`config.mk`:
```
export PLATFORM = sky130hd
export DESIGN_NAME = wb_pwm_slave
export DESIGN_NICKNAME = d
export VERILOG_FILES = /design/src/rtl/wb_pwm_slave_pkg.sv /design/src/rtl/wb_pwm_slave_core.sv /design/src/rtl/wb_pwm_slave.sv
export SDC_FILE = /design/constraint.sdc
export NUM_CORES = 1
export LEC_CHECK = 0
export CAP_MARGIN = 30
export CORE_MARGIN = 3
export CORE_UTILIZATION = 39
export DETAILED_ROUTE_END_ITERATION = 7
export GPL_ROUTABILITY_DRIVEN = 1
export SLEW_MARGIN = 20
export SYNTH_ARGS = -nofsm -noshare
export SYNTH_HDL_FRONTEND = slang
export SYNTH_HIERARCHICAL = 1
export SYNTH_SLANG_ARGS = --single-unit
```
`constraint.sdc`:
```
create_clock -name clk -period 5.31 [get_ports clk]
set_input_delay 1.3275 -clock clk [delete_from_list [all_inputs] [get_ports clk]]
set_output_delay 1.3275 -clock clk [all_outputs]
set_load 0.01 [all_outputs]
```
`src/rtl/wb_pwm_slave_pkg.sv`:
```
// Shared bus constants: peripheral base addresses, PWM register offsets and CTRL bit positions.
// The bus decoder and every slave take their address map from here.
package wb_pwm_slave_pkg;

  localparam logic [31:0] RAM_BASE      = 32'h0000_0000;
  localparam logic [31:0] GPIO_IN_BASE  = 32'h0000_0100;
  localparam logic [31:0] GPIO_OUT_BASE = 32'h0000_0200;
  localparam logic [31:0] PWM_BASE      = 32'h0000_0300;

  localparam logic [7:0] OFF_CTRL   = 8'h00;
  localparam logic [7:0] OFF_PERIOD = 8'h04;
  localparam logic [7:0] OFF_DUTY   = 8'h08;
  localparam logic [7:0] OFF_COUNT  = 8'h0C;
  localparam logic [7:0] OFF_STATUS = 8'h10;

  localparam int CTRL_ENABLE   = 0;
  localparam int CTRL_POLARITY = 1;
  localparam int CTRL_IRQ_EN   = 2;
  localparam int CTRL_W        = 3;

  localparam int PWM_W = 16;

  // Replace only the byte lanes whose select bit is set.
  function automatic logic [31:0] byte_merge(input logic [31:0] old_val,
                                             input logic [31:0] new_val,
                                             input logic [3:0]  sel);
    logic [31:0] r;
    r = old_val;
    for (int i = 0; i < 4; i++) begin
      if (sel[i]) r[8*i +: 8] = new_val[8*i +: 8];
    end
    return r;
  endfunction

endpackage

```
`src/rtl/wb_pwm_slave_core.sv`:
```
// PWM engine: shadowed PERIOD/DUTY, free-running counter, compare and wrap pulse.
// The register file only ever talks to the programmed values; the waveform sees the shadows.
module pwm_core
  import wb_pwm_slave_pkg::*;
(
  input  logic             clk,
  input  logic             reset,
  input  logic             enable,
  input  logic             polarity,
  input  logic [PWM_W-1:0] period,
  input  logic [PWM_W-1:0] duty,
  output logic [PWM_W-1:0] count,
  output logic             wrap,
  output logic             pwm_out
);

  logic [PWM_W-1:0] count_q, count_d;
  logic [PWM_W-1:0] sh_period_q, sh_period_d;
  logic [PWM_W-1:0] sh_duty_q, sh_duty_d;
  logic             pwm_q, pwm_d;
  logic             running;

  assign running = enable & (sh_period_q != '0);
  assign wrap    = running & (count_q == (sh_period_q - 16'd1));

  always_comb begin
    sh_period_d = sh_period_q;
    sh_duty_d   = sh_duty_q;
    // Shadows take the pre-edge programmed values, so a same-edge write waits a full period.
    if (!enable || wrap) begin
      sh_period_d = period;
      sh_duty_d   = duty;
    end
    count_d = (running && !wrap) ? count_q + 16'd1 : '0;
    pwm_d   = (running && (count_q < sh_duty_q)) ^ polarity;
  end

  always_ff @(posedge clk) begin
    if (reset) begin
      count_q     <= '0;
      sh_period_q <= '0;
      sh_duty_q   <= '0;
      pwm_q       <= 1'b0;
    end else begin
      count_q     <= count_d;
      sh_period_q <= sh_period_d;
      sh_duty_q   <= sh_duty_d;
      pwm_q       <= pwm_d;
    end
  end

  assign count   = count_q;
  assign pwm_out = pwm_q;

endmodule

```
`src/rtl/wb_pwm_slave.sv`:
```
// Wishbone register file for the PWM peripheral: one wait state, registered ACK and read data.
module wb_pwm_slave
  import wb_pwm_slave_pkg::*;
#(
  parameter logic [31:0] BASE_ADDR = PWM_BASE
) (
  input  logic        clk,
  input  logic        reset,
  input  logic        CYC_I,
  input  logic        STB_I,
  input  logic        WE_I,
  input  logic [31:0] ADR_I,
  input  logic [31:0] DAT_I,
  input  logic [3:0]  SEL_I,
  output logic [31:0] DAT_O,
  output logic        ACK_O,
  output logic        pwm_out,
  output logic        irq
);

  logic [CTRL_W-1:0] ctrl_q, ctrl_d;
  logic [PWM_W-1:0]  period_q, period_d;
  logic [PWM_W-1:0]  duty_q, duty_d;
  logic              wrap_flag_q, wrap_flag_d;
  logic              ack_q, ack_d;
  logic [31:0]       dat_q, dat_d;

  logic              hit;
  logic              wr_en;
  logic [7:0]        off;
  logic [31:0]       rd_val;
  logic [31:0]       merged;
  logic [PWM_W-1:0]  count;
  logic              wrap_pulse;

  assign off   = ADR_I[7:0];
  // Masking with ack_q stops a master still holding STB in wait-ack from getting a second ACK.
  assign hit   = CYC_I & STB_I & (ADR_I[31:8] == BASE_ADDR[31:8]) & ~ack_q;
  assign wr_en = hit & WE_I;

  always_comb begin
    rd_val = '0;
    case (off)
      OFF_CTRL:   rd_val[CTRL_W-1:0] = ctrl_q;
      OFF_PERIOD: rd_val[PWM_W-1:0]  = period_q;
      OFF_DUTY:   rd_val[PWM_W-1:0]  = duty_q;
      OFF_COUNT:  rd_val[PWM_W-1:0]  = count;
      OFF_STATUS: rd_val[0]          = wrap_flag_q;
      default:    rd_val             = '0;
    endcase
  end

  always_comb begin
    merged      = byte_merge(rd_val, DAT_I, SEL_I);
    ctrl_d      = ctrl_q;
    period_d    = period_q;
    duty_d      = duty_q;
    wrap_flag_d = wrap_flag_q;
    if (wr_en) begin
      case (off)
        OFF_CTRL:   ctrl_d   = merged[CTRL_W-1:0];
        OFF_PERIOD: period_d = merged[PWM_W-1:0];
        OFF_DUTY:   duty_d   = merged[PWM_W-1:0];
        OFF_STATUS: if (SEL_I[0] && DAT_I[0]) wrap_flag_d = 1'b0;
        default:    ;
      endcase
    end
    if (wrap_pulse) wrap_flag_d = 1'b1;
    ack_d = hit;
    dat_d = hit ? rd_val : '0;
  end

  always_ff @(posedge clk) begin
    if (reset) begin
      ctrl_q      <= '0;
      period_q    <= '0;
      duty_q      <= '0;
      wrap_flag_q <= 1'b0;
      ack_q       <= 1'b0;
      dat_q       <= '0;
    end else begin
      ctrl_q      <= ctrl_d;
      period_q    <= period_d;
      duty_q      <= duty_d;
      wrap_flag_q <= wrap_flag_d;
      ack_q       <= ack_d;
      dat_q       <= dat_d;
    end
  end

  pwm_core u_core (
    .clk      (clk),
    .reset    (reset),
    .enable   (ctrl_q[CTRL_ENABLE]),
    .polarity (ctrl_q[CTRL_POLARITY]),
    .period   (period_q),
    .duty     (duty_q),
    .count    (count),
    .wrap     (wrap_pulse),
    .pwm_out  (pwm_out)
  );

  assign ACK_O = ack_q;
  assign DAT_O = dat_q;
  assign irq   = wrap_flag_q & ctrl_q[CTRL_IRQ_EN];

endmodule

```
==> results <==
- The aggregate negative setup slack is 0 ns.
- The worst clock skew is 0.00971 ns.
- Wires add up to 14,500 um.
- The gate family responsible for the most delay along the worst path is buffers and inverters.
- The maximum fanout along the worst path is 23.
- Hold repair after CTS inserted 0 buffers.
- The CTS clock-pin slew for the worst setup and hold paths is 0.07 ns.
- The required time at the worst-slack endpoint is 5.60 ns.
- The pin count of the biggest net entering global routing is 27.
- The tool flagged a number of max-cap violations equal to 0.
- The repair_antennas step left the layout with diodes totalling 0.
- Post-CTS timing repair inserted 0 buffers for setup.
- The critical-path cell with the highest stage delay is a21oi_1.
- The count of flip-flops with a built-in enable after synthesis is 0.
- The number of global-route vias before repair came to 4,542.
- The final count of pins violating max slew is 0.
- The global routing usage summed across all routing layers is 19.9%.
- In the finished design, the share of the clock period the worst path needs comes to 65.2%.
- The synthesized area is 0.00528 sq mm.
- Setup repair after global routing left no endpoint under its margin.
- Fill cells in the final layout number 1,240.
- The transition time at the pin with the least slew margin is 0.853 ns.
- The fraction of final layout cells with drive strength greater than 1 is 8.84%.
- Buffers placed on the I/O ports in this run total 73.
- The type of the worst setup path is primary input to flop.
- The stage delay of the slowest cell on the critical path is 0.67 ns.
- The critical path endpoint category is a flop.
- The number of core rows is 41.
- The count of cell types in the netlist is 63.
- The worst path arrival time is 3.75 ns.
- The final weighted congestion in routability-driven placement is 0.837.
- For this run the aggregate overflow at the end of global routing stands at 0.
- A synthesized cell averages 9.18 sq um.
- The violation count after the first detailed-route iteration is 277.
- The number of sinks handled by clock tree synthesis is 102.
- The initial antenna violation count is 0.
- For this run, the post-layout net count is 730.
- In this run the remaining antenna-violating nets after routing total 0.
- The flow ran to the end, and the final reports show no timing, DRC or antenna violations.
- The async set-reset flop share out of synthesis is 0%.
- The number of remaining DRC errors is 0.
- The number of buffers added by the clock tree synthesis step is 9.
- In this run the power density over the cells is 234 mW/mm^2.
- The class of the tightest hold or removal check is flop to flop.
- The post-route minimum period is 3.46 ns.
- The initial utilization of the core area, before any placement, comes to 40.9%.
- STA classifies the critical path startpoint as a primary input.
- No sink is reached through more buffers than the 2 on the longest clock path.
- In this run the number of H-tree levels came out at 3.
- The number of warnings issued by yosys is 6.
- The critical path goes through clkdlybuf4s50_1, buf_4, nor2b_1, buf_4, and3_1, a21oi_1, buf_4, a22o_1.
- IR analysis of the VDD net gives a maximum drop of 0.000144 V.
- The width of the chip is 122 um.
- The final worst-path setup slack is 1.85 ns.
- The global-route wire length before repair is 23,300 um.
- The final count of hold timing violations came to 0.
- The vertical die dimension is 122 um.
- The cell at the root of the clock tree is clkbuf_16.
- The vias after detailed routing is 4,480.
- Pin placement for this block handled 108 I/O pins.
- The worst path buffer plus inverter count is 4.
- The die footprint is 0.0150 sq mm.
- The number of optimization iterations in the first detailed-route pass is 5.
- At the placement stage, the worst setup path has a slack of 1.40 ns.
- Setup violations remaining at the end of the flow were counted as 0.
- After detailed routing, the number of vias per cell comes to 5.48.
- The peak clock frequency supported by timing is 289 MHz.
- Compared with the post-synthesis result, the final layout area differs by 20.7%.
- In this run, synthesis produced a sequential element count of 102.
- The flip-flop cell with the highest count after synthesis is dfxtp_1.
- In this run the tightest slew margin relative to its limit is 43.1%.
- The number of gates resized after CTS was 0.
- Among the stages of the critical path, the cell type that occurs most often is buf_4.
- The TritonCTS clock tree is yes.
- At the later pin of the worst-skew pair, clock insertion delay measures 0.35 ns.
- The number of instances in the synthesized netlist is 575.
- Summed over all nets, the half-perimeter wirelength after detailed placement is 10,700 um.
- The analysis attributes to cell leakage a power of 2.57 nW.
- Dividing the detail-routed wire length by the instance count gives 17.7 um.
- The core region area is 0.0129 sq mm.
- The register area share after synthesis is 38.7%.
[worst paths after layout]
path         depth (start not counted)  slack, ns                          startpoint                           endpoint
min                                  2       0.50   u_core/sh_duty_q[11]$_SDFFE_PP0P_  u_core/sh_duty_q[11]$_SDFFE_PP0P_
max reg2reg                          8       2.28  u_core/sh_period_q[3]$_SDFFE_PP0P_   u_core/sh_duty_q[7]$_SDFFE_PP0P_
min reg2reg                          2       0.50   u_core/sh_duty_q[11]$_SDFFE_PP0P_  u_core/sh_duty_q[11]$_SDFFE_PP0P_
max                                  8       1.85                            ADR_I[3]            duty_q[13]$_SDFFE_PP0P_
[synthesized netlist by cell type (5+ instances only)]
master | instances | area, sq um
nor3_1 | 6 | 30.0
inv_1 | 22 | 82.6
buf_4 | 17 | 128
nor2_1 | 85 | 319
buf_1 | 5 | 18.8
a22oi_1 | 13 | 97.6
nand2_1 | 24 | 90.1
mux2_2 | 15 | 169
dfxtp_1 | 102 | 2040
nand3_1 | 17 | 85.1
nor4_1 | 9 | 56.3
xnor2_1 | 14 | 123
clkbuf_1 | 12 | 45.0
a21oi_1 | 16 | 80.1
a21o_1 | 5 | 37.5
xor2_1 | 18 | 158
o21ai_0 | 17 | 85.1
a22o_1 | 31 | 272
and3_1 | 7 | 43.8
o211ai_1 | 6 | 45.0
ha_1 | 17 | 213
mux2i_1 | 37 | 370
nand4_1 | 9 | 56.3
[power breakdown]
part | leakage, nW | total (mW) | switching, mW | internal [mW]
combinational | 1.60 | 0.0883 | 0.0425 | 0.0458
sequential | 0.821 | 0.764 | 0.000000000114 | 0.764
clock | 0.142 | 0.640 | 0.310 | 0.330
total | 2.57 | 1.49 | 0.353 | 1.14
[worst register-to-register path, stage by stage (launching register included)]
cell	delay (ns)
dfxtp_1	0.39
nor4_2	0.67
a21oi_1	0.13
nor4_1	0.49
nand4b_1	0.23
o41ai_4	0.26
buf_4	0.38
mux2i_1	0.27
nor2_1	0.06
[state kept, by name, indices dropped and copies added (netlist names)]
register / count
DAT_O: 16
duty_q: 16
period_q: 16
u_core/count: 16
u_core/sh_duty_q: 16
u_core/sh_period_q: 16
ctrl_q: 3
ACK_O: 1
u_core/pwm_out: 1
wrap_flag_q: 1
[stage by stage]
step	instances	hold slack, ns	util [%]	cell area [sq um]	power, mW
global route	817	0.537	49.3	6380	1.54
finish	817	0.505	49.3	6380	1.49
CTS	817	0.507	49.3	6380	1.51
floorplan	590	0.454	-	5340	0.824
global placement	801	0.472	47.1	6090	0.870
detailed placement	801	0.489	47.1	6090	0.871
[cells in the final DEF, fill, tap and decap left out, types with 3 or more instances in the layout]
cell,instances
a22o_1,31
dfxtp_1,102
conb_1,16
xnor2_1,14
inv_1,22
clkdlybuf4s50_1,73
nor2b_1,4
nor3_1,6
inv_8,3
nor2_1,85
and3_1,7
o21ai_0,17
clkbuf_16,9
nor3b_1,4
nand3_1,17
a21o_1,5
o211ai_1,6
nand2_1,24
ha_1,17
and2_1,4
nor4_1,9
mux2_2,15
mux2i_1,37
xor2_1,18
a21oi_1,16
o21ba_2,3
a31oi_1,3
buf_4,8
a211oi_1,4
a22oi_1,13
nand4_1,9
[routing by layer]
| layer | global-route usage [%] | vias to the layer above | share of wire, % |
|---|---|---|---|
| li1 | - | 2179 | - |
| met1 | 26.8 | 2136 | 46 |
| met2 | 31.7 | 151 | 46 |
| met3 | 4.33 | 14 | 6.6 |
| met4 | 6.58 | 0 | 1.4 |
| met5 | 0 | - | 0 |
[final cells by class]
cell class	count	area, sq um	share of cell area (%)
timing repair buffer	81	791	12.4
tap	172	215	3.38
clock buffer	9	225	3.53
inverter	22	82.6	1.30
clock inverter	7	63.8	1.00
sequential	102	2040	32.0
multi-input combinational	424	2960	46.4
[logic make-up after synthesis]
kind of cell	count (synthesis)	share of synthesized area, %
AOI/OAI and AO/OA	115	16.3
xor gates and xnor gates	32	5.31
adders and majority gates	17	4.03
buffers and inverters	64	6.42
DFF	102	38.7
muxes	53	10.6
other	1	0.0710
and+or+nand+nor	191	18.5
Power figures use the tool's default switching activity.
